<file path="config.mk">
export PLATFORM = sky130hd
export DESIGN_NAME = reg_access_ctrl_flat
export DESIGN_NICKNAME = d
export VERILOG_FILES = /design/src/rtl/reg_ctrl_pkg.sv /design/src/rtl/reg_access_ctrl_if.sv /design/src/rtl/reg_ctrl_alu.sv /design/src/rtl/reg_access_ctrl.sv /design/src/flat_wrapper.sv
export SDC_FILE = /design/constraint.sdc
export NUM_CORES = 1
export LEC_CHECK = 0
export CAP_MARGIN = 25
export CORE_MARGIN = 5
export CORE_UTILIZATION = 52
export DETAILED_ROUTE_END_ITERATION = 16
export PLACE_DENSITY = 0.79
export SLEW_MARGIN = 20
export SYNTH_ARGS = -nofsm -noshare
export SYNTH_HDL_FRONTEND = slang
export SYNTH_HIERARCHICAL = 1
export SYNTH_SLANG_ARGS = --single-unit
</file>
<file path="constraint.sdc">
create_clock -name clk -period 3.4 [get_ports clk]
set_input_delay 0.34 -clock clk [delete_from_list [all_inputs] [get_ports clk]]
set_output_delay 0.34 -clock clk [all_outputs]
set_load 0.005 [all_outputs]
</file>
<file path="src/rtl/reg_ctrl_pkg.sv">
// Shared opcodes, FSM state encoding and instruction field positions for the
// register-file access sequencer.
package reg_ctrl_pkg;

  localparam int INSTR_W = 8;
  localparam int OP_MSB  = 7;
  localparam int OP_LSB  = 5;
  localparam int R_LSB   = 2;

  localparam logic [2:0] OP_NOP  = 3'd0;
  localparam logic [2:0] OP_LDA  = 3'd1;
  localparam logic [2:0] OP_STA  = 3'd2;
  localparam logic [2:0] OP_ADD  = 3'd3;
  localparam logic [2:0] OP_SUB  = 3'd4;
  localparam logic [2:0] OP_AND  = 3'd5;
  localparam logic [2:0] OP_OR   = 3'd6;
  localparam logic [2:0] OP_HALT = 3'd7;

  typedef enum logic [2:0] {
    ST_IDLE,
    ST_DECODE,
    ST_READ,
    ST_EXEC,
    ST_WR_SETUP,
    ST_WR_PULSE,
    ST_WR_HOLD,
    ST_HALT
  } state_e;

endpackage

</file>
<file path="src/rtl/reg_access_ctrl_if.sv">
// Instruction handshake plus register-file read/write bus; master is the
// sequencer, slave is the fetch logic / register file side.
interface reg_access_ctrl_if
  import reg_ctrl_pkg::*;
#(
  parameter int DW = 8,
  parameter int AW = 3
);
  logic [INSTR_W-1:0] instr;
  logic               instr_valid;
  logic               instr_ready;
  logic [AW-1:0]      rdreg;
  logic [DW-1:0]      rdt;
  logic [AW-1:0]      wtreg;
  logic [DW-1:0]      wtdt;
  logic               rgw;

  modport master (
    input  instr, instr_valid, rdt,
    output instr_ready, rdreg, wtreg, wtdt, rgw
  );

  modport slave (
    output instr, instr_valid, rdt,
    input  instr_ready, rdreg, wtreg, wtdt, rgw
  );
endinterface

</file>
<file path="src/rtl/reg_ctrl_alu.sv">
// Combinational accumulator ALU; result and carry/borrow taken from a DW+1 bit sum.
module reg_ctrl_alu
  import reg_ctrl_pkg::*;
#(
  parameter int DW = 8
) (
  input  logic [2:0]    op_i,
  input  logic [DW-1:0] acc_i,
  input  logic [DW-1:0] rdt_i,
  output logic [DW-1:0] result_o,
  output logic          carry_o
);
  logic [DW:0] wide;

  always_comb begin
    wide = {1'b0, rdt_i};
    case (op_i)
      OP_ADD:  wide = {1'b0, acc_i} + {1'b0, rdt_i};
      // Top bit of the widened difference is the borrow (acc < rdt).
      OP_SUB:  wide = {1'b0, acc_i} - {1'b0, rdt_i};
      OP_AND:  wide = {1'b0, acc_i & rdt_i};
      OP_OR:   wide = {1'b0, acc_i | rdt_i};
      default: wide = {1'b0, rdt_i};
    endcase
  end

  assign result_o = wide[DW-1:0];
  assign carry_o  = wide[DW];
endmodule

</file>
<file path="src/rtl/reg_access_ctrl.sv">
// Multi-cycle accumulator sequencer in front of the register file.
// Optional Z/C flag outputs under `define REG_ACCESS_CTRL_FLAGS_EN.
module reg_access_ctrl
  import reg_ctrl_pkg::*;
#(
  parameter int            DW      = 8,
  parameter int            AW      = 3,
  parameter logic [DW-1:0] ACC_RST = '0
) (
  input  logic              clk,
  input  logic              rst,
  reg_access_ctrl_if.master bus,
  output logic [DW-1:0]     acc,
  output logic              busy,
  output logic              halted
`ifdef REG_ACCESS_CTRL_FLAGS_EN
  ,
  output logic              flag_z,
  output logic              flag_c
`endif
);
  state_e             state_q;
  logic [INSTR_W-1:0] instr_q;
  logic [DW-1:0]      acc_q;
  logic [AW-1:0]      rdreg_q;
  logic [AW-1:0]      wtreg_q;
  logic [DW-1:0]      wtdt_q;
  logic               rgw_q;
  logic [2:0]         op;
  logic [AW-1:0]      r_idx;
  logic [DW-1:0]      alu_res;
  logic               alu_carry;
  logic               unused_bits;

  assign op    = instr_q[OP_MSB:OP_LSB];
  assign r_idx = instr_q[R_LSB +: AW];

  reg_ctrl_alu #(.DW(DW)) u_alu (
    .op_i    (op),
    .acc_i   (acc_q),
    .rdt_i   (bus.rdt),
    .result_o(alu_res),
    .carry_o (alu_carry)
  );

`ifdef REG_ACCESS_CTRL_FLAGS_EN
  logic flag_z_q;
  logic flag_c_q;
  assign flag_z = flag_z_q;
  assign flag_c = flag_c_q;
`endif

  always_ff @(posedge clk) begin
    if (rst) begin
      state_q <= ST_IDLE;
      instr_q <= '0;
      acc_q   <= ACC_RST;
      rdreg_q <= '0;
      wtreg_q <= '0;
      wtdt_q  <= '0;
      rgw_q   <= 1'b0;
`ifdef REG_ACCESS_CTRL_FLAGS_EN
      flag_z_q <= 1'b0;
      flag_c_q <= 1'b0;
`endif
    end else begin
      rgw_q <= 1'b0;
      case (state_q)
        ST_IDLE: begin
          if (bus.instr_valid) begin
            instr_q <= bus.instr;
            state_q <= ST_DECODE;
          end
        end
        ST_DECODE: begin
          case (op)
            OP_NOP:  state_q <= ST_IDLE;
            OP_HALT: state_q <= ST_HALT;
            OP_STA: begin
              wtreg_q <= r_idx;
              wtdt_q  <= acc_q;
              state_q <= ST_WR_SETUP;
            end
            default: begin
              rdreg_q <= r_idx;
              state_q <= ST_READ;
            end
          endcase
        end
        ST_READ: state_q <= ST_EXEC;
        ST_EXEC: begin
          acc_q   <= alu_res;
`ifdef REG_ACCESS_CTRL_FLAGS_EN
          flag_z_q <= (alu_res == '0);
          flag_c_q <= alu_carry;
`endif
          state_q <= ST_IDLE;
        end
        ST_WR_SETUP: begin
          rgw_q   <= 1'b1;
          state_q <= ST_WR_PULSE;
        end
        ST_WR_PULSE: state_q <= ST_WR_HOLD;
        ST_WR_HOLD:  state_q <= ST_IDLE;
        ST_HALT:     state_q <= ST_HALT;
        default:     state_q <= ST_IDLE;
      endcase
    end
  end

  // Reserved instruction bits carry no meaning; carry is only consumed with flags enabled.
  assign unused_bits = ^{instr_q[R_LSB-1:0], alu_carry};

  assign bus.instr_ready = (state_q == ST_IDLE);
  assign bus.rdreg       = rdreg_q;
  assign bus.wtreg       = wtreg_q;
  assign bus.wtdt        = wtdt_q;
  assign bus.rgw         = rgw_q;
  assign acc             = acc_q;
  assign busy            = (state_q != ST_IDLE) && (state_q != ST_HALT);
  assign halted          = (state_q == ST_HALT);
endmodule

</file>
<file path="src/flat_wrapper.sv">
// flat-port wrapper written by rule: the top's interface ports become plain ports
module reg_access_ctrl_flat import reg_ctrl_pkg::*;
#(
  parameter int            DW      = 8,
  parameter int            AW      = 3,
  parameter logic [DW-1:0] ACC_RST = '0
)
  (clk, rst, acc, busy, halted, bus_instr, bus_instr_valid, bus_rdt, bus_instr_ready, bus_rdreg, bus_wtreg, bus_wtdt, bus_rgw);
  reg_access_ctrl_if #(.DW(DW), .AW(AW)) bus_i ();
  input  logic clk;
  input  logic rst;
  output logic [DW-1:0] acc;
  output logic busy;
  output logic halted;
  input wire logic [$bits(bus_i.instr)-1:0] bus_instr;
  input wire logic [$bits(bus_i.instr_valid)-1:0] bus_instr_valid;
  input wire logic [$bits(bus_i.rdt)-1:0] bus_rdt;
  output wire logic [$bits(bus_i.instr_ready)-1:0] bus_instr_ready;
  output wire logic [$bits(bus_i.rdreg)-1:0] bus_rdreg;
  output wire logic [$bits(bus_i.wtreg)-1:0] bus_wtreg;
  output wire logic [$bits(bus_i.wtdt)-1:0] bus_wtdt;
  output wire logic [$bits(bus_i.rgw)-1:0] bus_rgw;
  assign bus_i.instr = bus_instr;
  assign bus_i.instr_valid = bus_instr_valid;
  assign bus_i.rdt = bus_rdt;
  assign bus_instr_ready = bus_i.instr_ready;
  assign bus_rdreg = bus_i.rdreg;
  assign bus_wtreg = bus_i.wtreg;
  assign bus_wtdt = bus_i.wtdt;
  assign bus_rgw = bus_i.rgw;
  reg_access_ctrl #(.DW(DW), .AW(AW), .ACC_RST(ACC_RST)) u_core (.clk(clk), .rst(rst), .bus(bus_i), .acc(acc), .busy(busy), .halted(halted));
endmodule
</file>
==> metrics.md, run 1 <==
| Metric | Value |
|---|---|
| Reg clk slew, reported paths | 60 ps |
| Layout cells sized above 1 | 0.0658 |
| Fin Setup TNS | 0 ps |
| Die height | 75.7 um |
| Slew @ Worst Pin | 972 ps |
| Hold Path Stages | 2 |
| Global-route wire length before repair | 9360 um |
| Synth Instances | 283 |
| Status | finished clean |
| Multi-input logic area | 1470 um^2 |
| Hold slack | 473 ps |
| Register area | 641 um^2 |
| Worst path cell trace | clkdlybuf4s50_1, or4_1, nor2_1, nor2_1, xnor2_1, ha_1, o2111a_2, nor3_1, xor2_1, o221ai_1, mux2i_1, nor2_1 |
| Post-CTS Setup Bufs | 0 |
| Clk_lat worst skew | 280 ps |
| Initial antenna violation count | 0 |
| Final min period | 2910 ps |
| CP Buf/Inv Count | 1 |
| IO Port Bufs | 42 |
| Largest net degree at the start of global routing | 26 |
| Vias per cell | 5.89 |
| Vias in the first global route | 2091 |
| FF-to-FF End | u_core/acc[7] |
| Final Max Slew Viols | 0 |
| DRT Pass-1 Iters | 4 |
| Routed len/inst | 15.1 um |
| Register-to-register setup slack | 660 ps |
| Fillers | 363 |
| Skew final | 2.90 ps |
| Worst min path class | register to register |
| # nets final | 349 |
| Final setup viols | 0 |
| Number of I/O pins | 45 |
| Initial drt markers | 195 |
| CP max-delay cell | or4_1 |
| PD cells | 380 nW/um^2 |
| Startpoint of the worst hold path | u_core/bus.rdreg[1] |
| Die area | 5730 um^2 |
| Effective utilization at floorplan | 0.549 |
| Die Width | 75.7 um |
| Worst r2r path cells | 12 |
| Pre-CTS worst setup slack | 192 ps |
| Hold-fix buffers, CTS | 0 |
| RSZ-0062 raised after global routing | no |
| Total GRT Usage | 0.210 |
| Syn Std Cell Area | 2240 um^2 |
| Clk sinks | 32 |
| Peak Freq | 0.344 GHz |
| Total inserted antenna cells | 0 |
| Number of core rows | 23 |
| Slowest stage delay, CP | 550 ps |
| Routability cong. | 0.818 |
| Grt total ovfl | 0 |
| Final hold violations | 0 |
| Layout area overhead | 23.3% |
| CTS tree | yes |
| VDD IR max | 0.295 mV |
| Worst EP arrival | 3050 ps |
| WL final | 5580 um |
| Syn Area/Cell | 7.93 um^2 |
| H-tree depth | 2 |
| Setup slack after layout | 489 ps |
| Cts bufs inserted | 5 |
| Cell mode on critical path | nor2_1 |
| Endpoint, Worst Hold | u_core/bus.rdreg[1] |
| Root buffer cell | clkbuf_8 |
| Final HPWL DP | 4060 um |
| DRC | 0 |
| Top delay family on crit path | simple AND/OR/NAND/NOR gates |
| Relative slew slack | 0.350 |
| Maximum Capacitance Violations | 0 |
| Clock buffer depth | 2 |
| Crit path max fanout | 6 |
| Final Core Density | 0.677 |
| CTS resizes | 0 |
| Vias post-DR | 2173 |
| Worst r2r src | u_core/instr_q[6] |
| Net Count, Synth | 314 |
| DRT antenna net count | 0 |
| Crit Path Class | primary input to register |
| Crit start category | primary input |
| Core Region | 4090 um^2 |
| Final period util | 0.856 |
| Ys Warns | 6 |
| P_leak | 1.05 nW |
| WP data required | 3540 ps |
| Critical Path Sink Type | register |
## through the flow
step | power (mW) | cells | area, um^2
detailed placement | 0.757 | 361 | 2680
finish | 1.05 | 369 | 2770
CTS | 1.06 | 369 | 2770
global placement | 0.749 | 360 | 2670
global route | 1.12 | 369 | 2770
floorplan | 0.667 | 283 | 2240
## report_power, final
part / total [mW] / internal, mW / switching [mW]
registers: 0.421 / 0.392 / 0.0294
logic: 0.332 / 0.154 / 0.179
clock network: 0.297 / 0.165 / 0.132
total: 1.05 / 0.710 / 0.340
## metal layers
layer	vias to the layer above	GRT usage	wire length, um
li1	1088	-	-
met1	1029	0.298	2710
met2	52	0.312	2580
met3	4	0.0435	253
met4	0	0.0854	31
met5	-	0	0
## cell type report
class / instances / area share
Clock buffer: 8 / 0.0326
Inverter: 9 / 0.0122
Multi-Input combinational cell: 222 / 0.531
Sequential cell: 32 / 0.232
Tap cell: 50 / 0.0226
Timing Repair Buffer: 48 / 0.170
## state kept, by name, summed over array words and instances, names as in the netlist
name,count
u_core/bus.rgw,1
u_core/bus.rdreg,3
u_core/instr_q,6
u_core/state_q,3
u_core/bus.wtreg,3
u_core/acc,8
u_core/bus.wtdt,8
## worst max-delay path by stage
stage | startpoint | end | slack [ps] | depth (start not counted)
detailed placement | bus_rdt[0] | u_core/acc[6] | 190 | 12
finish | bus_rdt[0] | u_core/acc[6] | 490 | 12
floorplan | u_core/instr_q[7] | u_core/acc[7] | 790 | 13
global placement | bus_rdt[0] | u_core/acc[7] | 190 | 13
global route | bus_rdt[0] | u_core/acc[7] | 260 | 13
CTS | bus_rdt[0] | u_core/acc[6] | 490 | 12
## placed cells by master (no fill, tap or decap), drive strengths merged, types with 6 or more instances in the layout
| master | n |
|---|---|
| a21oi | 29 |
| buf | 6 |
| clkbuf | 8 |
| clkdlybuf4s50 | 42 |
| dfxtp | 32 |
| ha | 11 |
| inv | 9 |
| mux2i | 17 |
| nand2 | 21 |
| nand2b | 11 |
| nand3 | 16 |
| nor2 | 29 |
| nor3 | 7 |
| o21ai | 21 |
| o31ai | 6 |
| xnor2 | 6 |
## worst register-to-register path: stages (launching register included)
cell      delay, ps
dfxtp_1         500
inv_2           180
nand2b_1        200
nand2_1          90
a21boi_1        130
ha_1            270
nor2b_1         140
o31a_1          300
o31ai_1         230
mux2_1          350
o21ai_1         110
mux2i_1          70
nor2_1          100
(Power assumes the default switching activity.)
==> inputs of run 2 (changes only) <==
--- a/config.mk
+++ b/config.mk
@@ -9,6 +9,7 @@
 export CORE_MARGIN = 5
 export CORE_UTILIZATION = 52
 export DETAILED_ROUTE_END_ITERATION = 16
+export MAX_ROUTING_LAYER = met4
 export PLACE_DENSITY = 0.79
 export SLEW_MARGIN = 20
 export SYNTH_ARGS = -nofsm -noshare
==> run 2 against run 1 <==
  * Final cell count is the same
  * Sequential share of layout area is the same
  * Clock skew is essentially flat
  * Total power shrank 0.13%
  * Wire length shrank 0.45%
  * Sequential cell count is the same
  * Count of clock-buffer cells in the layout is the same
  * Die area is the same
  * Utilization is the same
  * Design area is the same
  * Global-route usage grew 0.67 points
  * Critical endpoint unchanged
==> metrics.md, run 2 (same netlist as run 1, synthesis figures left out) <==
| Metric | Value |
|---|---|
| Total inserted antenna cells | 0 |
| WL final | 5550 um |
| Final HPWL DP | 4060 um |
| WP data required | 3540 ps |
| Die height | 75.7 um |
| Final Max Slew Viols | 0 |
| CTS tree | yes |
| Critical Path Sink Type | register |
| DRC | 0 |
| Number of core rows | 23 |
| Most common cell after layout, fill and taps aside | clkdlybuf4s50_1 |
| CTS resizes | 0 |
| Cts bufs inserted | 5 |
| Effective utilization at floorplan | 0.549 |
| Largest net degree at the start of global routing | 26 |
| Cells after DPL | 361 |
| Slew @ Worst Pin | 973 ps |
| Skew final | 2.79 ps |
| Worst r2r src | u_core/instr_q[6] |
| Crit path max fanout | 6 |
| Vias in the first global route | 2089 |
| Global-route wire length before repair | 9380 um |
| Relative slew slack | 0.349 |
| Die area | 5730 um^2 |
| Die Width | 75.7 um |
| Root buffer cell | clkbuf_8 |
| Reg clk slew, reported paths | 60 ps |
| P_leak | 1.05 nW |
| Non-Filler Instances | 369 |
| PD cells | 379 nW/um^2 |
| Total GRT Usage | 0.217 |
| Fillers | 363 |
| Worst EP arrival | 3060 ps |
| Final min period | 2920 ps |
| Final hold violations | 0 |
| Initial drt markers | 225 |
| VDD IR max | 0.295 mV |
| Most frequent cells in the layout | clkdlybuf4s50_1 (42), dfxtp_1 (32), a21oi_1 (29), nor2_1 (28), nand2_1 (21) |
| Clk_lat worst skew | 280 ps |
| RSZ-0062 raised after global routing | no |
| Maximum Capacitance Violations | 0 |
| Worst min path class | register to register |
| Vias per cell | 5.88 |
| Core Region | 4090 um^2 |
| Layout cells sized above 1 | 0.0658 |
| Peak Freq | 0.342 GHz |
| Crit Path Class | primary input to register |
| Hold-fix buffers, CTS | 0 |
| Crit start category | primary input |
| Layout area overhead | 23.3% |
| Final setup viols | 0 |
| Total power | 1.05 mW |
| Fin Setup TNS | 0 ps |
| Grt total ovfl | 0 |
| Initial antenna violation count | 0 |
| DRT antenna net count | 0 |
| # nets final | 349 |
| Clk sinks | 32 |
| Vias post-DR | 2168 |
| Number of I/O pins | 45 |
| Routability cong. | 0.831 |
| Final period util | 0.859 |
| Post-CTS Setup Bufs | 0 |
| H-tree depth | 2 |
| CP Launch Point | bus_rdt[0] |
| Status | finished clean |
| Routed len/inst | 15.0 um |
| DRT Pass-1 Iters | 4 |
| IO Port Bufs | 42 |
| Startpoint of the worst hold path | u_core/bus.rdreg[1] |
| Clock buffer depth | 2 |
| Register-to-register setup slack | 650 ps |
## run 2: cell counts in the layout (fill, tap and decap cells not counted)
Identical to the previous run, type by type.
## run 2: metrics by stage
step                instance area [um^2]  hold WS, ps   util  setup WS, ps
global route                        2770          498  0.677           264
finish                              2770          473  0.677           478
floorplan                           2240          456      -           788
detailed placement                  2680          468  0.655           192
CTS                                 2770          479  0.677           490
global placement                    2670          462  0.652           188
## run 2: report_power, final
group	internal, mW	switching [mW]	total (mW)	leakage, nW
Combinational	0.154	0.178	0.331	0.744
Clock	0.165	0.132	0.297	0.0455
Sequential	0.392	0.0293	0.421	0.259
Total	0.710	0.339	1.05	1.05
## run 2: area by class of cell
cell class                      instances  area [um^2]  area share
Inverter                                9         33.8      0.0122
Sequential cell                        32          641       0.232
Clock buffer                            8         90.1      0.0326
Tap cell                               50         62.6      0.0226
Multi-Input combinational cell        222         1470       0.531
Timing Repair Buffer                   48          469       0.170
## run 2: critical path, cell delays in order
cell	delay, ps
clkdlybuf4s50_1	530
or4_1	560
nor2_1	150
nor2_1	70
xnor2_1	140
ha_1	360
o2111a_2	180
nor3_1	230
xor2_1	170
o221ai_1	130
mux2i_1	150
nor2_1	50
## run 2: layer usage
metal	wire, um	global-route usage	vias up
met4	36	0.0854	0
met3	263	0.0422	4
met2	2580	0.312	53
met5	0	-	-
met1	2680	0.299	1024
li1	-	-	1087
## run 2: path summary, 6_finish.rpt
path                               to  cells past startpoint
setup reg to reg        u_core/acc[7]                     12
hold reg to reg   u_core/bus.rdreg[1]                      2
setup / recovery        u_core/acc[6]                     12
hold / removal    u_core/bus.rdreg[1]                      2
==> inputs of run 3 (changes only) <==
--- a/config.mk
+++ b/config.mk
@@ -5,10 +5,12 @@
 export SDC_FILE = /design/constraint.sdc
 export NUM_CORES = 1
 export LEC_CHECK = 0
+export ABC_CLOCK_PERIOD_IN_PS = 3400
 export CAP_MARGIN = 25
 export CORE_MARGIN = 5
 export CORE_UTILIZATION = 52
 export DETAILED_ROUTE_END_ITERATION = 16
+export HOLD_SLACK_MARGIN = 0.08
 export MAX_ROUTING_LAYER = met4
 export PLACE_DENSITY = 0.79
 export SLEW_MARGIN = 20
==> results of run 3 <==
The final DEF is identical to that of run 2; final timing and power are the same.
